[config.mk]
export PLATFORM = sky130hd
export DESIGN_NAME = wdt_rst_req_flat
export DESIGN_NICKNAME = d
export VERILOG_FILES = /design/src/rtl/wdt_rst_req_if.sv /design/src/rtl/wdt_rst_req.sv /design/src/flat_wrapper.sv
export SDC_FILE = /design/constraint.sdc
export NUM_CORES = 1
export LEC_CHECK = 0
export CORE_UTILIZATION = 40
export CTS_CLUSTER_SIZE = 10
export DETAILED_ROUTE_END_ITERATION = 6
export PLACE_DENSITY = 0.65
export SYNTH_ARGS = -nofsm -noshare
export SYNTH_HDL_FRONTEND = slang
export SYNTH_SLANG_ARGS = --single-unit
[constraint.sdc]
create_clock -name clk_i -period 4.25 [get_ports clk_i]
set_clock_uncertainty 0.15 [all_clocks]
set_input_delay 0.85 -clock clk_i [delete_from_list [all_inputs] [get_ports clk_i]]
set_output_delay 0.85 -clock clk_i [all_outputs]
set_load 0.02 [all_outputs]
[src/rtl/wdt_rst_req_if.sv]
// rtl/wdt_rst_req_if.sv - control and status bundle of the watchdog reset-request source
interface wdt_rst_req_if;
    logic       en_i;
    logic       kick_i;
    logic       sw_rst_req_i;
    logic       clear_cause_i;
    logic       rst_req_no;
    logic       warn_o;
    logic [1:0] cause_o;
    logic       busy_o;

    modport master (
        output en_i,
        output kick_i,
        output sw_rst_req_i,
        output clear_cause_i,
        input  rst_req_no,
        input  warn_o,
        input  cause_o,
        input  busy_o
    );

    modport slave (
        input  en_i,
        input  kick_i,
        input  sw_rst_req_i,
        input  clear_cause_i,
        output rst_req_no,
        output warn_o,
        output cause_o,
        output busy_o
    );
endinterface

[src/rtl/wdt_rst_req.sv]
// rtl/wdt_rst_req.sv - watchdog and software reset-request pulse source with cause record
module wdt_rst_req #(
    parameter int TimeoutCycles  = 1024,
    parameter int WarnCycles     = 64,
    parameter int ReqPulseCycles = 16
) (
    input  logic          clk_i,
    input  logic          rst_ni,
    wdt_rst_req_if.slave  bus
);

    localparam int MaxCycles = (TimeoutCycles > ReqPulseCycles) ? TimeoutCycles : ReqPulseCycles;
    localparam int CW        = $clog2(MaxCycles + 1);

    localparam logic [CW-1:0] TimeoutLast = CW'(TimeoutCycles - 1);
    localparam logic [CW-1:0] WarnAt      = CW'(TimeoutCycles - WarnCycles);
    localparam logic [CW-1:0] PulseLast   = CW'(ReqPulseCycles - 1);

    localparam logic [1:0] CauseNone = 2'b00;
    localparam logic [1:0] CauseWdt  = 2'b01;
    localparam logic [1:0] CauseSw   = 2'b10;

    if (TimeoutCycles < 2) begin : g_bad_timeout
        $error("TimeoutCycles must be >= 2");
    end
    if (WarnCycles < 1 || WarnCycles > TimeoutCycles - 1) begin : g_bad_warn
        $error("WarnCycles must be in 1..TimeoutCycles-1");
    end
    if (ReqPulseCycles < 1) begin : g_bad_pulse
        $error("ReqPulseCycles must be >= 1");
    end

    typedef enum logic [1:0] {
        ST_IDLE = 2'd0,
        ST_RUN  = 2'd1,
        ST_REQ  = 2'd2
    } state_t;

    state_t        state_q, state_d;
    logic [CW-1:0] cnt_q, cnt_d;
    logic [1:0]    cause_q, cause_d;
    logic          rst_req_nq;
    logic          warn_q;
    logic          busy_q;

    always_ff @(posedge clk_i) begin
        if (!rst_ni) begin
            state_q    <= ST_IDLE;
            cnt_q      <= '0;
            cause_q    <= CauseNone;
            rst_req_nq <= 1'b1;
            warn_q     <= 1'b0;
            busy_q     <= 1'b0;
        end else begin
            state_q    <= state_d;
            cnt_q      <= cnt_d;
            cause_q    <= cause_d;
            // Outputs are flopped from the next-state values so they line up with state_q.
            rst_req_nq <= (state_d != ST_REQ);
            warn_q     <= (state_d == ST_RUN) && (cnt_d >= WarnAt);
            busy_q     <= (state_d == ST_REQ);
        end
    end

    always_comb begin
        state_d = state_q;
        cnt_d   = cnt_q;
        cause_d = bus.clear_cause_i ? CauseNone : cause_q;
        unique case (state_q)
            ST_IDLE: begin
                cnt_d = '0;
                if (bus.sw_rst_req_i) begin
                    state_d = ST_REQ;
                    cause_d = CauseSw;
                end else if (bus.en_i) begin
                    state_d = ST_RUN;
                end
            end
            ST_RUN: begin
                // Software request outranks disarm, kick and timeout.
                if (bus.sw_rst_req_i) begin
                    state_d = ST_REQ;
                    cause_d = CauseSw;
                    cnt_d   = '0;
                end else if (!bus.en_i) begin
                    state_d = ST_IDLE;
                    cnt_d   = '0;
                end else if (bus.kick_i) begin
                    cnt_d   = '0;
                end else if (cnt_q == TimeoutLast) begin
                    state_d = ST_REQ;
                    cause_d = CauseWdt;
                    cnt_d   = '0;
                end else begin
                    cnt_d   = cnt_q + CW'(1);
                end
            end
            ST_REQ: begin
                if (cnt_q == PulseLast) begin
                    state_d = ST_IDLE;
                    cnt_d   = '0;
                end else begin
                    cnt_d   = cnt_q + CW'(1);
                end
            end
            default: begin
                state_d = ST_IDLE;
                cnt_d   = '0;
            end
        endcase
    end

    assign bus.rst_req_no = rst_req_nq;
    assign bus.warn_o     = warn_q;
    assign bus.cause_o    = cause_q;
    assign bus.busy_o     = busy_q;

endmodule

[src/flat_wrapper.sv]
// flat-port wrapper written by rule: the top's interface ports become plain ports
module wdt_rst_req_flat 
#(
    parameter int TimeoutCycles  = 1024,
    parameter int WarnCycles     = 64,
    parameter int ReqPulseCycles = 16
)
  (clk_i, rst_ni, bus_en_i, bus_kick_i, bus_sw_rst_req_i, bus_clear_cause_i, bus_rst_req_no, bus_warn_o, bus_cause_o, bus_busy_o);
  wdt_rst_req_if bus_i ();
  input  logic clk_i;
  input  logic rst_ni;
  input wire logic [$bits(bus_i.en_i)-1:0] bus_en_i;
  input wire logic [$bits(bus_i.kick_i)-1:0] bus_kick_i;
  input wire logic [$bits(bus_i.sw_rst_req_i)-1:0] bus_sw_rst_req_i;
  input wire logic [$bits(bus_i.clear_cause_i)-1:0] bus_clear_cause_i;
  output wire logic [$bits(bus_i.rst_req_no)-1:0] bus_rst_req_no;
  output wire logic [$bits(bus_i.warn_o)-1:0] bus_warn_o;
  output wire logic [$bits(bus_i.cause_o)-1:0] bus_cause_o;
  output wire logic [$bits(bus_i.busy_o)-1:0] bus_busy_o;
  assign bus_i.en_i = bus_en_i;
  assign bus_i.kick_i = bus_kick_i;
  assign bus_i.sw_rst_req_i = bus_sw_rst_req_i;
  assign bus_i.clear_cause_i = bus_clear_cause_i;
  assign bus_rst_req_no = bus_i.rst_req_no;
  assign bus_warn_o = bus_i.warn_o;
  assign bus_cause_o = bus_i.cause_o;
  assign bus_busy_o = bus_i.busy_o;
  wdt_rst_req #(.TimeoutCycles(TimeoutCycles), .WarnCycles(WarnCycles), .ReqPulseCycles(ReqPulseCycles)) u_core (.clk_i(clk_i), .rst_ni(rst_ni), .bus(bus_i));
endmodule
==> metrics.yaml, run 1 <==
status: "finished, final reports clean"
timing.rr.end: "u_core.bus.warn_o"
place.gp.congestion: 0.7845
cp_cell_sequence: "clkdlybuf4s50_1 > nand3b_1 > or2_2 > nand2_1 > nand4_1 > a2111oi_2"
power_uw: 300.3
fin_nets: 130
worst_pin_slew_ns: 0.4345
syn-mean-instance-area_um2: 8.971
syn_nets: 117
htree_levels: 1
yosysSeqAreaShare_pct: 37.89
grt_pass1_vias: 669
fin_setup_tns_ns: 0
hold_buffers: 0
cpMaxStageDelayCell: "clkdlybuf4s50_1"
drive_above_1_share_pct: 8.547
synth_most_common_cell: "dfxtp_1"
overflow: 0
clock_latency_ns: 0.29
r2r_cells: 6
drc: 0
holdPathEnd: "u_core.cnt_q[0]"
grt_first_pass_wirelength_um: 3049
synth-edff-count: 0
wl_per_cell_um: 12.02
synth-async-reset-ratio_pct: 0
worstPathRequired_ns: 4.28
start_kind: "input port"
cts_sinks: 18
yosysWarnings: 0
syn_area_um2: 950.9
worstSetupPathType: "input port to flip-flop"
p_leak_nw: 0.3746
yosysUniqueCellTypes: 39
yosys-top-cells-count: "dfxtp_1, nor2_1, inv_1, nand2_1, nand3_1"
synth_top_flop_cell: "dfxtp_1"
rows: 17
cts_buffers: 3
relSlewSlack_pct: 70.73
n_fill_cell: 225
portBuffers: 10
ctsRootBufferMaster: "clkbuf_4"
min_from: "u_core.cnt_q[0]"
synth_seq_cells: 18
fmax_mhz: 407.8
die-area_um2: 2576
slew_viol_final: 0
area_growth_syn_to_layout_pct: 15.53
dieWidth_um: 50.76
firstDrtPassIters: 4
antenna_found_initial: 0
hold_class: "flip-flop to flip-flop"
r2r_start: "u_core.cnt_q[0]"
initial_core_util_pct: 42.58
totalWireLength_um: 1743
cpPeakStageDelay_ns: 0.51
final_hold_viol_count: 0
rsz0062_at_grt: "false"
setup_viol: 0
synthTopCellsByArea: "dfxtp_1, ha_1, nor2_1, xnor2_1, xor2_1"
cts_setup_buffers: 0
die_h_um: 50.76
regArea_um2: 360.3
grt_usage_pct: 16.25
clkTransAtPathRegs_ns: 0.08
cts_max_path_buffers: 2
ant_nets: 0
io_pins: 11
grt_max_degree: 11
antenna_cells: 0
cts_tree: "yes"
yosys.area.top_type: "dfxtp_1"
vias_per_cell: 5.297
multi_input_area_um2: 554.3
crit_path_max_fanout: 4
hpwl_um: 1285
postCtsResizedCells: 0
critical_path_arrival_ns: 2.48
reg2reg_slack_ns: 1.92
synth_top_area_share_pct: 37.89
synth_cells: 106
vias: 768
fin_crit_ns: 2.452
power_density_nw_per_um2: 273.4
irDropWorstVdd_uv: 178.9
critPathCaptureType: "flip-flop"
worstHoldPathCells: 1
maxCapViolCount: 0
core-area_um2: 2233
period_share_pct: 57.69
drt_iter0_drc: 14
-- flip-flops by register name, summed over array words and instances, names as in the netlist --
signal / count
u_core.cnt_q: 11
u_core.bus.cause_o: 2
u_core.state_q: 2
u_core.bus.busy_o: 1
u_core.bus.rst_req_no: 1
u_core.bus.warn_o: 1
-- layout make-up --
type                    count  share of cell area (%)
well taps                  28                   3.189
multi-input cells          79                   50.46
repair buffers             10                   9.112
clock buffers               3                   2.050
flip-flops and latches     18                   32.80
inverters                   7                   2.392
-- power by group --
part / switching, mW / total [mW] / internal, mW
Combinational: 0.0243 / 0.0439 / 0.0196
Clock: 0.0473 / 0.0803 / 0.0330
Sequential: 0.00281 / 0.176 / 0.173
-- cells in the final DEF (no fill, tap or decap), types with 2 or more instances in the layout --
cell and instances:
dfxtp_1 18, nor2_1 11, clkdlybuf4s50_1 10, inv_1 7, nand2_1 7, nand3_1 6
a21oi_1 5, ha_1 5, xor2_1 4, xnor2_1 4, o21ai_0 3, nor3_1 3
clkbuf_4 3, nor4_1 2, nand2b_1 2, and3_1 2, and4_1 2
-- logic make-up (layout without fill, tap and decap cells) --
family / Yosys count / in the layout / synth area share (%)
flops: 18 / 18 / 37.90
compound gates: 18 / 18 / 15.53
buf+inv: 9 / 20 / 3.816
simple gates: 47 / 47 / 27.77
mux: 1 / 1 / 1.053
fa+ha+maj: 5 / 5 / 6.579
xor+xnor: 8 / 8 / 7.368
-- through the flow --
stage | setup slack, ns | cell area, µm² | instances | utilization (%) | hold WS (ns)
floorplan | 2.164 | 950.9 | 106 | - | 0.2760
global placement | 1.564 | 1076 | 142 | 48.18 | 0.2903
detailed placement | 1.485 | 1076 | 142 | 48.18 | 0.3023
CTS | 1.794 | 1099 | 145 | 49.19 | 0.3238
global route | 1.696 | 1099 | 145 | 49.19 | 0.3403
finish | 1.798 | 1099 | 145 | 49.19 | 0.3168
-- worst max-delay path by stage --
stage | startpoint | cells after the start | endpoint | slack, ns
3_5_place_dp | bus_en_i | 6 | u_core.bus.warn_o | 1.49
5_1_grt | bus_en_i | 6 | u_core.bus.warn_o | 1.70
4_1_cts | bus_en_i | 6 | u_core.bus.warn_o | 1.79
3_3_place_gp | bus_en_i | 6 | u_core.bus.warn_o | 1.56
2_1_floorplan | bus_kick_i | 5 | u_core.bus.warn_o | 2.16
6_report | bus_en_i | 6 | u_core.bus.warn_o | 1.80
-- critical path: cells and delay by family --
family | cells | cell delay, ns
buffers and inverters | 1 | 0.51
and+or+nand+nor | 4 | 0.74
AOI/OAI and AO/OA | 1 | 0.39
-- layer usage --
layer	wire (µm)	part of all wire (%)	vias up	track usage [%]
li1	-	-	403	-
met3	61	3.5	4	3.636
met5	0	0	-	0
met2	769	44	15	21.78
met4	42	2.4	0	11.11
met1	869	50	346	22.61
Note: power is estimated with default switching activity, not from simulation.
==> run 2: changes to the inputs <==
Settings changed: PLACE_DENSITY 0.65 to 0.68.
Clock period 4.25 ns to 2 ns, I/O delays scaled along.
==> run 2 against run 1 <==
Net effect: the flow now finishes with violations (setup timing); non-clock buffer count grew 27; sequential power grew 110%; register-to-register slack lost 2.0 ns; core utilization grew 14 points; critical path type is now flip-flop to flip-flop.
==> metrics.yaml, run 2 (synthesis results as in run 1) <==
placed_area_um2: 1264  # +17%
r2r_cells: 6  # unchanged
wl_met1_um: 1075  # +24%
drt_iter0_drc: 16  # +2
core-area_um2: 2233  # unchanged
place.gp.congestion: 0.8026  # +2.3%
area_growth_syn_to_layout_pct: 47.50
die-area_um2: 2576  # unchanged
p_leak_nw: 0.5159  # +38%
holdWs_ns: 0.3940  # +0.07727 ns
ant_nets: 0  # unchanged
final_hold_viol_count: 0  # unchanged
initial_core_util_pct: 42.58  # unchanged
relSlewSlack_pct: 69.67  # -1.1 points
slew_viol_final: 0  # unchanged
violations: "setup timing"
worstPathRequired_ns: 2.05  # -2.23 ns
hpwl_um: 1808  # +41%
cts_sinks: 18  # unchanged
worstSetupPathType: "flip-flop to flip-flop"
hold_class: "flip-flop to flip-flop"
period_share_pct: 101.8
critical_path_arrival_ns: 2.09  # -0.39 ns
final_util_pct: 62.80  # +14 points
overflow: 0  # unchanged
clock_latency_ns: 0.29  # about the same
grt_usage_pct: 19.47  # +3.2 points
crit_path_max_fanout: 3  # -1
finalWorstSetupSlack_ns: -0.03607  # -1.834 ns
totalWireLength_um: 2417  # +39%
ctsRootBufferMaster: "clkbuf_4"
reg2reg_slack_ns: -0.04  # -1.96 ns
multi_input_area_um2: 640.6  # +16%
start_kind: "flip-flop"
setup.worst_path.start: "u_core.cnt_q[0]"
vias_per_cell: 5.366  # +1.3%
design_area_um2: 1403  # +28%
top_register: "u_core.cnt_q"
wl_per_cell_um: 14.05  # +17%
worst_pin_slew_ns: 0.4502  # +0.01563 ns
cts_max_path_buffers: 2  # unchanged
antenna_cells: 0  # unchanged
route.met2.wl_um: 1270  # +65%
rows: 17  # unchanged
r2r_start: "u_core.cnt_q[0]"
hold_buffers: 0  # unchanged
clkTransAtPathRegs_ns: 0.11  # +0.03 ns
irDropWorstVdd_uv: 522.6  # +190%
n_fill_cell: 189  # -16%
critPathCaptureType: "flip-flop"
power_density_nw_per_um2: 490.4  # +79%
fmax_mhz: 491.1
highest_layer: "met4"
drive_above_1_share_pct: 38.19  # +30 points
status: "complete, but fails checks"
maxCapViolCount: 0  # unchanged
portBuffers: 10  # unchanged
placed_cells: 165  # +16%
antenna_found_initial: 0  # unchanged
htree_levels: 1  # unchanged
dieWidth_um: 50.76  # unchanged
grt_first_pass_wirelength_um: 3684  # +21%
grt_pass1_vias: 865  # +29%
firstDrtPassIters: 4  # unchanged
fin_crit_ns: 2.036
wl_met3_um: 55  # -9.8%
fin_nets: 157  # +21%
drc: 0  # unchanged
layout_common_cells: "buf_4, nor2_1, clkdlybuf4s50_1"
final_common_cell: "buf_4"
regArea_um2: 371.6  # +3.1%
io_pins: 11  # unchanged
rsz0062_at_grt: "true"
fin_cells: 172  # +19%
vias: 923  # +20%
timing.rr.end: "u_core.bus.warn_o"
largest_register_ffs: 11  # unchanged
crit_end: "u_core.bus.warn_o"
cts_buffers: 3  # unchanged
setup_viol: 1  # +1
die_h_um: 50.76  # unchanged
fin_setup_tns_ns: -0.03607  # -0.03607 ns
worstHoldPathCells: 2  # +1
cts_tree: "yes"
grt_max_degree: 10  # -1
==> run 2: metrics by stage <==
step | setup WS, ns | total power [mW]
3_5_place_dp | -0.2168 | 0.4904
6_report | -0.03607 | 0.6879
5_1_grt | -0.1111 | 0.7218
2_1_floorplan | 0.03756 | 0.4390
3_3_place_gp | -0.1375 | 0.4864
4_1_cts | 0.007474 | 0.6738
==> run 2: critical path, cell delays in order, from the launching register on <==
cell	delay, ns
dfxtp_2	0.37
ha_4	0.15
nand2_2	0.05
or4_4	0.54
nor4_4	0.24
a41oi_2	0.08
a2111oi_4	0.36
==> run 2: report_power, final <==
part	total (mW)	switching (mW)	internal, mW
logic	0.128	0.0670	0.0611
clock network	0.186	0.116	0.0701
registers	0.374	0.00525	0.369
==> run 2: metal layers <==
metal | track usage, % | vias up
li1 | - | 458
met1 | 23.35 | 448
met2 | 34.67 | 13
met3 | 3.939 | 4
met4 | 5.556 | 0
met5 | 0 | -
==> run 2: cell type report <==
type / instances / area share (%)
clock buffers: 3 / 1.606
flip-flops and latches: 18 / 26.49
well taps: 28 / 2.498
inverters: 7 / 1.873
multi-input cells: 79 / 45.67
repair buffers: 37 / 21.86
==> run 2: how the worst min path moves through the flow <==
stage | startpoint | end | slack (ns)
6_report | u_core.cnt_q[0] | u_core.cnt_q[0] | 0.39
5_1_grt | u_core.cnt_q[0] | u_core.cnt_q[0] | 0.42
4_1_cts | u_core.cnt_q[0] | u_core.cnt_q[0] | 0.39
3_5_place_dp | u_core.cnt_q[0] | u_core.cnt_q[0] | 0.42
3_3_place_gp | u_core.cnt_q[0] | u_core.cnt_q[0] | 0.40
2_1_floorplan | u_core.cnt_q[0] | u_core.cnt_q[0] | 0.30
==> run 2: what timing repair did <==
item,4_1_cts,5_1_grt
gates resized for setup,5,17
endpoints found under the setup margin,1,11
pin swaps,4,5
buffers inserted,3,1
